**src/rtl/alu_pkg.sv**
```systemverilog
// Shared ALU op codes, operand-select constants and the ID/EX payload record.
package alu_pkg;

  localparam int unsigned XLEN     = 32;
  localparam int unsigned REG_W    = 5;
  localparam int unsigned ALU_OP_W = 6;

  typedef enum logic [ALU_OP_W-1:0] {
    OP_ALU_PC = 6'd0,
    OP_ADD    = 6'd1,
    OP_SUB    = 6'd2,
    OP_AND    = 6'd3,
    OP_OR     = 6'd4,
    OP_XOR    = 6'd5,
    OP_SLTU   = 6'd7,
    OP_SLT    = 6'd8,
    OP_SLL    = 6'd9,
    OP_SRL    = 6'd10,
    OP_SRA    = 6'd11,
    OP_EQ     = 6'd12,
    OP_NEQ    = 6'd13
  } alu_op_t;

  localparam logic SRC_A_RS1 = 1'b0;
  localparam logic SRC_A_PC  = 1'b1;
  localparam logic SRC_B_RS2 = 1'b0;
  localparam logic SRC_B_IMM = 1'b1;

  typedef struct packed {
    logic [XLEN-1:0]  pc;
    logic [XLEN-1:0]  rs1_data;
    logic [XLEN-1:0]  rs2_data;
    logic [XLEN-1:0]  imm;
    logic [REG_W-1:0] rs1_addr;
    logic [REG_W-1:0] rs2_addr;
    logic [REG_W-1:0] rd_addr;
    logic             rd_we;
    alu_op_t          alu_op;
    logic             src_a_sel;
    logic             src_b_sel;
  } id_ex_payload_t;

endpackage

```
**src/rtl/fwd_mux.sv**
```systemverilog
// Priority forwarding select for one source operand (EX/MEM over MEM/WB over regfile).
// Forwarding network is built only when ID_EX_FWD_EN is defined.
module fwd_mux #(
  parameter int unsigned WIDTH      = 32,
  parameter int unsigned REG_ADDR_W = 5
) (
  input  logic [REG_ADDR_W-1:0] i_rs_addr,
  input  logic [WIDTH-1:0]      i_rs_data,
  input  logic [REG_ADDR_W-1:0] i_exmem_rd_addr,
  input  logic                  i_exmem_rd_we,
  input  logic [WIDTH-1:0]      i_exmem_result,
  input  logic [REG_ADDR_W-1:0] i_memwb_rd_addr,
  input  logic                  i_memwb_rd_we,
  input  logic [WIDTH-1:0]      i_memwb_result,
  output logic [WIDTH-1:0]      o_data
);

`ifdef ID_EX_FWD_EN
  logic w_rs_nz;
  logic w_hit_exmem;
  logic w_hit_memwb;

  // x0 is hardwired zero, so a producer targeting it must never be forwarded
  assign w_rs_nz     = (i_rs_addr != '0);
  assign w_hit_exmem = w_rs_nz & i_exmem_rd_we & (i_exmem_rd_addr == i_rs_addr);
  assign w_hit_memwb = w_rs_nz & i_memwb_rd_we & (i_memwb_rd_addr == i_rs_addr);

  always_comb begin
    o_data = i_rs_data;
    if (w_hit_exmem)      o_data = i_exmem_result;
    else if (w_hit_memwb) o_data = i_memwb_result;
  end
`else
  logic w_unused_fwd;

  assign w_unused_fwd = ^{i_rs_addr, i_exmem_rd_addr, i_exmem_rd_we, i_exmem_result,
                          i_memwb_rd_addr, i_memwb_rd_we, i_memwb_result};
  assign o_data       = i_rs_data;
`endif

endmodule

```
**src/rtl/id_ex_stage.sv**
```systemverilog
// ID/EX pipeline register with valid/ready handshake, flush and operand forwarding.
// Define ID_EX_FWD_EN to build the EX/MEM and MEM/WB forwarding network.
module id_ex_stage #(
  parameter int unsigned WIDTH      = 32,
  parameter int unsigned REG_ADDR_W = 5
) (
  input  logic                  i_clk,
  input  logic                  i_rst_n,
  input  logic                  i_valid,
  output logic                  o_ready,
  input  logic [WIDTH-1:0]      i_pc,
  input  logic [WIDTH-1:0]      i_rs1_data,
  input  logic [WIDTH-1:0]      i_rs2_data,
  input  logic [WIDTH-1:0]      i_imm,
  input  logic [REG_ADDR_W-1:0] i_rs1_addr,
  input  logic [REG_ADDR_W-1:0] i_rs2_addr,
  input  logic [REG_ADDR_W-1:0] i_rd_addr,
  input  logic                  i_rd_we,
  input  logic [5:0]            i_alu_op,
  input  logic                  i_src_a_sel,
  input  logic                  i_src_b_sel,
  input  logic                  i_flush,
  input  logic [REG_ADDR_W-1:0] i_exmem_rd_addr,
  input  logic                  i_exmem_rd_we,
  input  logic [WIDTH-1:0]      i_exmem_result,
  input  logic [REG_ADDR_W-1:0] i_memwb_rd_addr,
  input  logic                  i_memwb_rd_we,
  input  logic [WIDTH-1:0]      i_memwb_result,
  output logic                  o_valid,
  input  logic                  i_ready,
  output logic [5:0]            o_alu_op,
  output logic [WIDTH-1:0]      o_alu_a,
  output logic [WIDTH-1:0]      o_alu_b,
  output logic [WIDTH-1:0]      o_store_data,
  output logic [WIDTH-1:0]      o_pc,
  output logic [REG_ADDR_W-1:0] o_rd_addr,
  output logic                  o_rd_we
);

  import alu_pkg::*;

  typedef enum logic {
    ST_EMPTY = 1'b0,
    ST_FULL  = 1'b1
  } state_t;

  state_t         r_state;
  state_t         w_state_nxt;
  id_ex_payload_t r_pl;
  id_ex_payload_t w_pl_in;
  logic           w_valid;
  logic           w_load;
  logic [WIDTH-1:0] w_fwd_rs1;
  logic [WIDTH-1:0] w_fwd_rs2;

  assign w_valid = (r_state == ST_FULL);
  assign o_ready = ~w_valid | i_ready | i_flush;
  assign w_load  = i_valid & o_ready & ~i_flush;

  assign w_pl_in = '{
    pc:        i_pc,
    rs1_data:  i_rs1_data,
    rs2_data:  i_rs2_data,
    imm:       i_imm,
    rs1_addr:  i_rs1_addr,
    rs2_addr:  i_rs2_addr,
    rd_addr:   i_rd_addr,
    rd_we:     i_rd_we,
    alu_op:    alu_op_t'(i_alu_op),
    src_a_sel: i_src_a_sel,
    src_b_sel: i_src_b_sel
  };

  always_ff @(posedge i_clk or negedge i_rst_n) begin
    if (!i_rst_n) r_state <= ST_EMPTY;
    else          r_state <= w_state_nxt;
  end

  // Flush wins over capture; a capture while draining keeps the stage full.
  always_comb begin
    w_state_nxt = r_state;
    if (i_flush)                  w_state_nxt = ST_EMPTY;
    else if (w_load)              w_state_nxt = ST_FULL;
    else if (w_valid && i_ready)  w_state_nxt = ST_EMPTY;
  end

  always_ff @(posedge i_clk or negedge i_rst_n) begin
    if (!i_rst_n)    r_pl <= '0;
    else if (w_load) r_pl <= w_pl_in;
  end

  fwd_mux #(.WIDTH(WIDTH), .REG_ADDR_W(REG_ADDR_W)) u_fwd_rs1 (
    .i_rs_addr       (r_pl.rs1_addr),
    .i_rs_data       (r_pl.rs1_data),
    .i_exmem_rd_addr (i_exmem_rd_addr),
    .i_exmem_rd_we   (i_exmem_rd_we),
    .i_exmem_result  (i_exmem_result),
    .i_memwb_rd_addr (i_memwb_rd_addr),
    .i_memwb_rd_we   (i_memwb_rd_we),
    .i_memwb_result  (i_memwb_result),
    .o_data          (w_fwd_rs1)
  );

  fwd_mux #(.WIDTH(WIDTH), .REG_ADDR_W(REG_ADDR_W)) u_fwd_rs2 (
    .i_rs_addr       (r_pl.rs2_addr),
    .i_rs_data       (r_pl.rs2_data),
    .i_exmem_rd_addr (i_exmem_rd_addr),
    .i_exmem_rd_we   (i_exmem_rd_we),
    .i_exmem_result  (i_exmem_result),
    .i_memwb_rd_addr (i_memwb_rd_addr),
    .i_memwb_rd_we   (i_memwb_rd_we),
    .i_memwb_result  (i_memwb_result),
    .o_data          (w_fwd_rs2)
  );

  assign o_valid      = w_valid;
  assign o_alu_op     = r_pl.alu_op;
  assign o_alu_a      = (r_pl.src_a_sel == SRC_A_PC)  ? r_pl.pc  : w_fwd_rs1;
  assign o_alu_b      = (r_pl.src_b_sel == SRC_B_IMM) ? r_pl.imm : w_fwd_rs2;
  assign o_store_data = w_fwd_rs2;
  assign o_pc         = r_pl.pc;
  assign o_rd_addr    = r_pl.rd_addr;
  assign o_rd_we      = w_valid & r_pl.rd_we;

endmodule

```
**config.mk**
```make
export PLATFORM = sky130hd
export DESIGN_NAME = id_ex_stage
export DESIGN_NICKNAME = d
export VERILOG_FILES = /design/src/rtl/alu_pkg.sv /design/src/rtl/fwd_mux.sv /design/src/rtl/id_ex_stage.sv
export SDC_FILE = /design/constraint.sdc
export NUM_CORES = 1
export LEC_CHECK = 0
export CAP_MARGIN = 20
export CORE_AREA = 4 4 142 144
export DETAILED_ROUTE_END_ITERATION = 6
export DIE_AREA = 0 0 146 148
export PLACE_DENSITY = 0.75
export SKIP_LAST_GASP = 1
export SYNTH_ARGS = -nofsm -noshare
export SYNTH_HDL_FRONTEND = slang
export SYNTH_SLANG_ARGS = --single-unit
export TNS_END_PERCENT = 20
```
**constraint.sdc**
```tcl
create_clock -name i_clk -period 3.3 [get_ports i_clk]
set_clock_uncertainty 0.1 [all_clocks]
set_input_delay 0.33 -clock i_clk [delete_from_list [all_inputs] [get_ports i_clk]]
set_output_delay 0.33 -clock i_clk [all_outputs]
set_load 0.05 [all_outputs]
```
# == Yosys cells after proc, flatten, opt, wreduce, memory -nomap -nowiden ==
# Index checks and enable logic that the tools add are counted.
# op_classes
n_mux,5
reduce_logical,2
shifts,0
add_sub_neg,0
n_mul,0
n_eq_ne,0
n_bitwise,7
magnitude_cmp,0
n_div,0
# ops
operator,n
$mux 32,2
$and 1x1->1,3
$mux 1,3
$reduce_bool 3->1,1
$not 1->1,2
$or 1x1->1,2
$logic_and 1x1->1,1
# totals
elab_cells,24
mem_bits_ro,0
out_inout_bits,142
n_memories,0
ramBits,0
reg_bits,143
latchBits,0

# == Longest topological paths before layout ==
# Gate-level depths: netlist (run 1).
# depth
ltp_word,7
mapped_depth,5

# == By module ==
# From an unflattened synthesis (run 1), not the netlist that was laid out.
# hier_totals
cells_unflattened,507
area_unflattened_um2,7692.4
# modules_own_cells
mod,cells_each,area_per_inst_um2,n_inst,seq_area_each_um2
id_ex_stage,443,7211.9,1,3828.7
fwd_mux,32,240.2,2,0.0

# == Worst setup path before layout (run 1) ==
# OpenSTA, ideal clock, no wires.
# synth_path
path_type,register -> register
from,"register r_state, in the netlist o_valid"
to,register r_pl (netlist bit o_pc[0])
t_required_ns,3.073
setup_slack_ns,1.313
path_stages_with_launch,6
setup_ns,0.127
period_less_slack_ns,1.987
n_path_buf,2
arrival_time_ns,1.760
cell_sequence,dfrtp_1 nor2b_1 nor3b_2 buf_4 buf_6 mux2_1
# synth_via
elab_chain_len,5
# synth_rtl
element,line_no,text
"start, declared",id_ex_stage.sv:47,state_t r_state;
"start signal, assigned",id_ex_stage.sv:76,else r_state <= w_state_nxt;
$not 1->1,id_ex_stage.sv:57,assign o_ready = ~w_valid | i_ready | i_flush;
$or 1x1->1 (2 in a row),id_ex_stage.sv:57,
$and 1x1->1 (2 in a row),id_ex_stage.sv:58,assign w_load = i_valid & o_ready & ~i_flush;
"end signal, assigned",id_ex_stage.sv:89,else if (w_load) r_pl <= w_pl_in;
"end, declared",id_ex_stage.sv:49,id_ex_payload_t r_pl;
# Every way passes these cells.
# A chain may end at the register's enable or synchronous reset.

# == Final worst setup path (run 1) ==
# layout_path
from,register r_pl[0] (netlist name)
to,output port o_alu_b[15]
# layout_via
elab_chain_len,1
# layout_rtl
element,line_no,text
$mux 32,id_ex_stage.sv:119,assign o_alu_b = (r_pl.src_b_sel == SRC_B_IMM) ? r_pl.imm : w_fwd_rs2;
"end, declared",id_ex_stage.sv:33,"output logic [WIDTH-1:0] o_alu_b,"
# Every way passes these cells.

==> flow_summary.json, run 1 <==
{
  "clock-sinks": 143,
  "port_buffers": 288,
  "p_leak_nw": 3.97,
  "synth_area_leader_cell": "dfrtp_1",
  "fin_setup_tns_ns": 0,
  "drv_slew": 0,
  "grt_pass1_vias": 4764,
  "grt_use_total": 0.152,
  "yosysTopAreaCellShare": 0.537,
  "hold_ws_ns": 0.367,
  "start_kind": "flop",
  "hold_path.class": "input port to asynchronous set/reset pin",
  "dr.pass1.iters": 2,
  "max-cap-violations": 0,
  "period_minus_slack_ns": 2.70,
  "synth_warnings": 0,
  "fin_crit_sh": 0.817,
  "overflow": 0,
  "met1_usage": 0.176,
  "antenna_cells": 0,
  "die_area_um2": 21600,
  "synth_edf_count": 0,
  "yosysUniqueCellTypes": 12,
  "fmax_mhz": 371,
  "dpl_cell_area_um2": 9200,
  "cts-root-buf": "clkbuf_16",
  "coreArea_um2": 18700,
  "final_cells": 916,
  "cts_buffer_depth": 2,
  "slew_headroom": 0.590,
  "antenna_found_initial": 0,
  "nets": 902,
  "final_area_um2": 9810,
  "first_iter_violations": 79,
  "syn_avg_cell_area_um2": 14.7,
  "cp.arrival_ns": 2.27,
  "vias": 4262,
  "total_power_mw": 7.14,
  "ant_nets": 0,
  "place.detailed.hpwl_um": 12200,
  "h-tree-depth": 4,
  "routed_wl_um": 16600,
  "routedWlPerCell_um": 18.1,
  "cts_resized": 0,
  "ios": 375,
  "utilization": 0.525,
  "async_reset_ff_frac": 1.00,
  "cp-end-kind": "output pin",
  "synth_area_leaders": "dfrtp_1 (54%), mux2_2 (21%), mux2_1 (14%)",
  "mappedNetlistNets": 686,
  "fin_ws_ns": 0.602,
  "crit_required_ns": 2.87,
  "worst_pin_slew_ns": 0.613,
  "num_rows": 50,
  "setup_viol": 0,
  "synth_most_common_cell": "dfrtp_1",
  "ir_worst_vdd_v": 0.000354,
  "path_max_fanout": 33,
  "die_w_um": 146,
  "vias_per_cell": 4.65,
  "initial_core_util": 0.356,
  "yosys_register_bits": 143,
  "syn2layout_area_growth_pct": 47.3,
  "clk_latency_ns": 0.41,
  "busiest_layer": "met2",
  "ys.flop_type": "dfrtp_1",
  "drive_above_1_share": 0.243,
  "gp_congestion": 0.749,
  "outcome": "finished clean",
  "path_class": "flop to output pin",
  "grt_max_degree": 85,
  "hold_viol": 0,
  "grt.met2_usage": 0.255,
  "drcViolationCount": 0,
  "rsz0062_at_grt": "false",
  "clk_pin_slew_ns": 0.06,
  "cts_tree": "done",
  "dp_cells": 883,
  "synth_cells": 453,
  "die_y_um": 148,
  "yosysSeqAreaShare": 0.537,
  "synthTopCellsByCount": "dfrtp_1 (143), mux2_2 (126), mux2_1 (80)",
  "place_ws_ns": 1.02,
  "p_per_area_nw_per_um2": 728,
  "cts_buffers": 17,
  "syn-cell-area_um2": 6660,
  "grt_util_met3": 0.0653,
  "grt_pass1_wl_um": 26100
}
[metal layers]
layer  share of wire  vias to the layer above
met5               0                        -
met4           0.016                        0
met3           0.091                       18
met2            0.50                      169
met1            0.40                     2137
li1                -                     1938
[state kept, by name, summed over array words and instances, names as in the netlist]
name,cells
r_pl,99
o_alu_op,6
o_rd_addr,5
o_pc,32
o_valid,1
[what timing repair did]
item	in CTS	in global routing
setup endpoints to repair	0	0
setup buffers	0	0
endpoints found under the hold margin	59	0
hold buffers	1	0
[final cells by class]
class                           instances  area (um2)
Fill cell                            1561        8890
Sequential cell                       143        3580
Timing Repair Buffer                  295        2970
Multi-Input combinational cell        212        2360
Clock buffer                           20         447
Tap cell                              234         293
Clock inverter                         12         158
[power by group]
group / switching (mW) / total (mW) / internal, mW
Combinational: 1.78 / 2.92 / 1.14
Clock: 0.767 / 1.98 / 1.22
Sequential: 0.179 / 2.23 / 2.05
Total: 2.73 / 7.14 / 4.41
[critical path, cell delays in order (launching register included)]
cell,delay (ns)
dfrtp_1,0.32
buf_4,0.41
mux2_2,0.39
clkdlybuf4s50_1,0.72
[worst paths after layout]
kind                               end  cells after the start  slack [ns]      from
max in group asynchronous     r_pl[55]                      3        1.81   i_rst_n
min reg2reg                   r_pl[98]                      1        0.38  r_pl[98]
max                        o_alu_b[15]                      3        0.60   r_pl[0]
min                           r_pl[50]                      2        0.37   i_rst_n
min in group i_clk            r_pl[98]                      1        0.38  r_pl[98]
max reg2reg                   r_pl[25]                      4        1.38   o_valid
[layout by cell type (no fill, tap or decap), types with 2 or more instances in the layout]
master	n
mux2_2	126
nor2_1	2
mux2_1	80
clkinv_2	2
dfrtp_1	143
clkinvlp_4	3
buf_12	3
inv_6	3
bufinv_16	3
clkdlybuf4s50_1	285
buf_4	5
clkbuf_16	17
clkbuf_1	2
[cell families after synthesis]
logic type             synth area share
buffers and inverters             0.109
flip-flops                        0.537
multiplexers                      0.348
AND/OR/NAND/NOR                 0.00583
Power figures use the tool's default switching activity.
==> run 2: changes to the inputs <==
CORE_AREA = default   (was 4 4 142 144)
CORE_MARGIN = 4   (was default)
CORE_UTILIZATION = 35   (was default)
DIE_AREA = default   (was 0 0 146 148)
PLACE_DENSITY = 0.77   (was 0.75)
clock period = 2.3 ns   (was 3.3 ns; I/O delays follow)
==> run 2 against run 1 <==
  * Clock-buffer cell count did not move
  * Critical path type unchanged
  * Cell area grew 7.9%
  * Combinational power up 73%
  * Routed wire length grew 4.5%
  * Register-to-register slack worse by 0.95 ns
  * Critical path depth did not move
  * Sequential share of layout area shrank 2.7 points
==> flow_summary.json, run 2 (synthesis results as in run 1) <==
{
  "path_cells": "buf_4 > mux2_2 > buf_12",
  "cts_tree": "done",
  "largest_reg_flops": 99,
  "r2r_slack_ns": 0.43,
  "clk_pin_slew_ns": 0.06,
  "fmax_mhz": 484,
  "cts-root-buf": "clkbuf_16",
  "die_y_um": 146,
  "drv_slew": 0,
  "cp.arrival_ns": 1.73,
  "r2r_start": "o_valid",
  "slew_headroom": 0.612,
  "h-tree-depth": 4,
  "hold_viol": 0,
  "start_kind": "flop",
  "ios": 375,
  "antenna_found_initial": 2,
  "cts_buffer_depth": 2,
  "cp_slowest_stage_delay_ns": 0.44,
  "hold_path.class": "input port to asynchronous set/reset pin",
  "fin_setup_tns_ns": 0,
  "setup_viol": 0,
  "num_rows": 50,
  "routedWlPerCell_um": 18.7,
  "path_max_fanout": 33,
  "final_cell_mix": "clkdlybuf4s50_1 (222), dfrtp_1 (143), mux2_2 (126)",
  "cp_slowest_cell": "mux2_2",
  "vias_per_cell": 4.62,
  "gp_congestion": 0.765,
  "vias": 4267,
  "r2r_cells": 5,
  "p_per_area_nw_per_um2": 1050,
  "registers.top_by_ff_count": "r_pl",
  "ant_nets": 0,
  "routed_wl_um": 17300,
  "period_minus_slack_ns": 2.06,
  "total_power_mw": 11.1,
  "path_class": "flop to output pin",
  "port_buffers": 288,
  "place.detailed.hpwl_um": 13300,
  "grt_use_total": 0.165,
  "dr.pass1.iters": 4,
  "cp-end-kind": "output pin",
  "hold_ws_ns": 0.209,
  "first_iter_violations": 66,
  "cts_setup_buffers": 0,
  "drive_above_1_share": 0.343,
  "grt_pass1_vias": 4947,
  "outcome": "finished clean",
  "ir_worst_vdd_v": 0.000535,
  "worst_pin_slew_ns": 0.580,
  "initial_core_util": 0.356,
  "clock-sinks": 143,
  "rsz0062_at_grt": "false",
  "final_cells": 924,
  "dp_cells": 889,
  "nets": 908,
  "crit_required_ns": 1.97,
  "fin_crit_sh": 0.898,
  "grt_pass1_wl_um": 28000,
  "grt_max_degree": 58,
  "cts_buffers": 17,
  "die_w_um": 146,
  "overflow": 0,
  "p_leak_nw": 4.37,
  "die_area_um2": 21300,
  "layout_commonest_cell": "clkdlybuf4s50_1",
  "max-cap-violations": 0,
  "utilization": 0.566,
  "syn2layout_area_growth_pct": 59.0,
  "clk_latency_ns": 0.40,
  "drcViolationCount": 0,
  "r2r-end": "r_pl[60]",
  "coreArea_um2": 18700
}
[run 2: area by class of cell]
cell class,count,area (um2)
timing repair buffer,301,3730
clock buffer,20,457
sequential,143,3580
clock inverter,12,158
multi-input combinational,212,2360
fill,1486,8120
antenna,2,5.00
tap,234,293
[run 2: per-layer routing]
layer  track usage  routed length (um)  vias up
met5             0                   0        -
met4        0.0665                 471        0
met3        0.0673                1500       31
met2         0.281                8810      184
met1         0.185                6520     2095
li1              -                   -     1957
[run 2: what timing repair did]
action	4_1_cts	5_1_grt
hold buffers	1	0
endpoints found under the hold margin	39	0
resized for setup	0	0
[run 2: where the power goes]
group          switching [mW]  internal (mW)  leakage, nW
clock network            1.08           1.77        0.293
registers               0.259           2.95         1.68
logic                    2.75           2.30         2.40
total                    4.09           7.02         4.37
[run 2: per-stage QoR]
stage               area (um2)  worst slack (ns)
CTS                      10600             0.200
finish                   10600             0.236
detailed placement        9960             0.189
global placement          9960             0.237
floorplan                 6660             0.313
global route             10600             0.144
[run 2: worst max-delay path, delay by kind of cell, from the launching register on]
family | cells | cell delay (ns)
buffers and inverters | 2 | 0.56
flip-flops | 1 | 0.32
multiplexers | 1 | 0.44
[run 2: how the worst max path moves through the flow]
| stage | startpoint | endpoint | slack, ns | cells past startpoint |
|---|---|---|---|---|
| after global placement | i_ready | r_pl[28] | 0.24 | 6 |
| final | r_pl[1] | o_alu_a[3] | 0.24 | 3 |
| after CTS | r_pl[1] | o_alu_a[6] | 0.20 | 3 |
| after floorplan | o_valid | o_pc[0] | 0.31 | 5 |
| after detailed placement | i_ready | r_pl[60] | 0.19 | 6 |
| after global routing | r_pl[1] | o_alu_a[6] | 0.14 | 3 |
==> run 3: changes to the inputs <==
CAP_MARGIN = default   (was 20)
CORE_AREA = 2 2 146 148   (was default)
CORE_MARGIN = default   (was 4)
CORE_UTILIZATION = default   (was 35)
DIE_AREA = 0 0 148 150   (was default)
PLACE_DENSITY = 0.72   (was 0.77)
SLEW_MARGIN = 25   (was default)
==> run 3 against run 2 <==
  * Combinational power down 0.8%
  * Cell area down 0.79%
  * Power down 2.8%
  * Worst setup slack worse by 0.0065 ns
  * Core utilization down 5.8 points
  * Final cell count up 4.0%
  * Die area up 4.2%
  * Clock power down 9.5%
  * Sequential share of layout area up 0.27 points
  * Via count up 0.61%
  * Routed wire length down 4.7%
  * First-iteration DRC count up 7.6%
  * Critical path type unchanged
  * Largest power group unchanged
==> flow_summary.json, run 3 (synthesis results as in run 1) <==
{
  "ir_worst_vdd_v": 0.000471,
  "met1_usage": 0.165,
  "fillers": 1752,
  "cts_buffer_depth": 2,
  "p_leak_nw": 4.34,
  "worst_pin_slew_ns": 0.556,
  "dp_cells": 930,
  "registers.top_by_ff_count": "r_pl",
  "hold_ws_ns": 0.248,
  "crit_required_ns": 1.97,
  "cp-end-kind": "output pin",
  "hold_viol": 0,
  "h-tree-depth": 4,
  "drv_slew": 0,
  "fmax_mhz": 483,
  "grt.met2_usage": 0.251,
  "grt_pass1_wl_um": 25600,
  "die_y_um": 150,
  "path_class": "flop to output pin",
  "gp_congestion": 0.761,
  "path_max_fanout": 33,
  "grt_use_total": 0.149,
  "p_per_area_nw_per_um2": 1030,
  "ant_nets": 0,
  "slew_headroom": 0.628,
  "num_rows": 53,
  "clock-sinks": 143,
  "path_cells": "buf_4 > mux2_2 > buf_12",
  "busiest_layer": "met2",
  "fin_crit_sh": 0.900,
  "grt_pass1_vias": 4701,
  "nets": 908,
  "coreArea_um2": 20700,
  "drive_above_1_share": 0.341,
  "cp.arrival_ns": 1.74,
  "max-cap-violations": 0,
  "hold_path.class": "input port to asynchronous set/reset pin",
  "final_cells": 961,
  "clk_latency_ns": 0.40,
  "ios": 375,
  "cts_tree": "done",
  "port_buffers": 288,
  "cp_top_family": "buffers and inverters",
  "path_buf_inv": 2,
  "outcome": "finished clean",
  "routed_wl_um": 16500,
  "antenna_found_initial": 1,
  "cts_setup_buffers": 0,
  "initial_core_util": 0.322,
  "final_cell_mix": "clkdlybuf4s50_1 (222), dfrtp_1 (143), mux2_2 (126)",
  "fin_setup_tns_ns": 0,
  "cts-root-buf": "clkbuf_16",
  "syn2layout_area_growth_pct": 57.7,
  "setup_viol": 0,
  "die_w_um": 148,
  "largest_reg_flops": 99,
  "vias_per_cell": 4.47,
  "vias": 4293,
  "cp_slowest_cell": "mux2_2",
  "first_iter_violations": 71,
  "cp_slowest_stage_delay_ns": 0.43,
  "routedWlPerCell_um": 17.2,
  "drcViolationCount": 0,
  "utilization": 0.508,
  "die_area_um2": 22200,
  "grt_max_degree": 69,
  "start_kind": "flop",
  "antenna_cells": 0,
  "dr.pass1.iters": 3,
  "period_minus_slack_ns": 2.07,
  "rsz0062_at_grt": "false",
  "layout_commonest_cell": "clkdlybuf4s50_1",
  "grt_util_met3": 0.0720,
  "clk_pin_slew_ns": 0.06,
  "place.detailed.hpwl_um": 12400,
  "cts_buffers": 17,
  "overflow": 0
}
run 3: worst register-to-register path: stages, from the launching register on:
cell and delay [ns]:
dfrtp_1 0.38, nor2b_1 0.18, nor3b_4 0.26, buf_4 0.23, buf_12 0.22, mux2_2 0.38
run 3: stage by stage:
step                worst slack [ns]  power, mW  area, um2
finish                         0.229       10.8      10500
detailed placement             0.192       8.31       9950
global route                   0.133       11.3      10500
floorplan                      0.313       6.25       6660
global placement               0.238       8.22       9950
CTS                            0.185       10.9      10500
run 3: area by class of cell:
type	instances	area, um2	area share
sequential	143	3580	0.341
tap	275	344	0.0327
timing repair buffer	301	3670	0.350
clock buffer	20	457	0.0435
clock inverter	10	90.1	0.00857
multi-input combinational	212	2360	0.225
run 3: final timing paths:
| path | startpoint | end | slack (ns) | depth (start not counted) |
|---|---|---|---|---|
| worst min-delay path | i_rst_n | r_pl[78] | 0.25 | 2 |
| worst max-delay path | r_pl[0] | o_alu_b[12] | 0.23 | 3 |
| worst max register to register | o_valid | r_pl[56] | 0.44 | 5 |
| min in group i_clk | i_rs2_data[17] | r_pl[73] | 0.31 | 2 |
| worst min register to register | r_pl[104] | r_pl[104] | 0.38 | 1 |
| max in group asynchronous | i_rst_n | o_pc[28] | 1.18 | 3 |
run 3: power by group:
| group | total (mW) | internal (mW) | switching, mW | leakage [nW] |
|---|---|---|---|---|
| logic | 5.01 | 2.29 | 2.72 | 2.38 |
| registers | 3.21 | 2.95 | 0.263 | 1.68 |
| clock network | 2.58 | 1.53 | 1.05 | 0.276 |
| total | 10.8 | 6.77 | 4.04 | 4.34 |
run 3: repair_timing:
item,in CTS,in global routing
resized for setup,0,0
hold buffers,1,0
hold endpoints to repair,50,0
run 3: metal layers:
layer	share of wire	routed length (um)
met5	0	0
met4	0.020	332
met3	0.10	1640
met2	0.51	8340
met1	0.37	6180
==> RTL change: new RTL, flow settings as in run 1 <==
Build with the macro `ID_EX_FWD_EN` defined.
--- a/src/rtl/fwd_mux.sv
+++ b/src/rtl/fwd_mux.sv
@@ -1,5 +1,7 @@
 // Priority forwarding select for one source operand (EX/MEM over MEM/WB over regfile).
 // Forwarding network is built only when ID_EX_FWD_EN is defined.
+`define ID_EX_FWD_EN
+
 module fwd_mux #(
   parameter int unsigned WIDTH      = 32,
   parameter int unsigned REG_ADDR_W = 5
Check against the original RTL: not equivalent (a bounded check fails within 4 cycles, from zero or initial values and one cycle with i_rst_n low).
==> RTL change against run 1 <==
The flow now finishes with violations (DRC). Area after synthesis grew 28%. Setup slack worse by 0.58 ns. Power is 27% higher. Design area is 42% higher. Synthesized cell count rose by 79%. Routed wire length increased by 100%. Sequential cell count increased by 10. Sequential share of layout area fell by 9.0 points.
==> RTL change: results <==
power:
  netSwitchingPower_mw: 3.60
  leakage_nw: 5.74
status:
  violations: "DRC"
  status: "finished with violations"
worst_setup_path:
  crit_slowest_cell: "or4_4"
  startpoint: "r_pl[15]"
  worstPathMaxFanout: 24
  crit_path_max_incr_delay_ns: 0.62
  path_delay_family: "simple AND/OR/NAND/NOR gates"
  reg2reg_slack_ns: 1.44
  critPathArrivalTime_ns: 2.85
  rr_endpoint: "r_pl[85]"
  rr_worst_depth: 3
place:
  place_congestion: 0.996
  hpwl_um: 26000
  postPlaceCellArea_sq_mm: 0.0131
  dp_cells: 1345
  portBuffers: 374
global_route:
  grt_antenna_before_repair: 2
  met3_usage_pct: 6.74
  grt_usage_pct: 29.8
  grt_max_degree: 99
timing:
  max-slew-margin-rel_pct: 52.4
  period_minus_slack_ns: 3.28
  holdWs_ns: 0.325
routing:
  drtIter0Drc: 791
  route.detailed.drc: 8
  dr_wl_met3_um: 2610
  num_vias: 7908
cells_and_area:
  largest_reg_flops: 109
  nets: 1366
clock_network:
  cts_resized: 4
logic_synthesis:
  synth.top_cells.by_area: "dfrtp_1 45%, mux2_2 19%, buf_4 4.0%"
  muxShareOfSynthArea_pct: 22.7
  synthXorXnorAreaFrac_pct: 2.05
  synthesis.nets: 1046
  ys_types: 35
  ys_top_cells_by_count: "153 x dfrtp_1, 144 x mux2_2, 65 x inv_1, 49 x clkbuf_1, 46 x buf_4"
  yosysSeqAreaShare_pct: 44.8
  yosys.area.top_type_share_pct: 44.8
-- RTL change: stage by stage --
stage	utilization [%]	power (mW)	setup TNS, ns
CTS	73.5	9.01	-0.0736
finish	74.5	9.07	0
floorplan	-	4.91	-1.04
detailed placement	70.2	6.99	0
global placement	70.2	6.93	0
global route	74.5	9.37	-1.25
-- RTL change: area by class of cell --
cell class | instances | area [sq um]
diodes | 2 | 5.00
clock inverters | 11 | 135
well taps | 234 | 293
multi-input cells | 486 | 4090
fillers | 1286 | 4770
inverters | 65 | 244
repair buffers | 410 | 4880
flip-flops and latches | 153 | 3830
clock buffers | 21 | 460
-- RTL change: power groups by stage --
stage          combinational [mW]  clock, mW  sequential [mW]
2_1_floorplan                2.56          0             2.35
4_1_cts                      4.57       2.03             2.41
3_5_place_dp                 4.55          0             2.44
3_3_place_gp                 4.51          0             2.42
6_report                     4.63       2.01             2.43
5_1_grt                      4.79       2.12             2.46
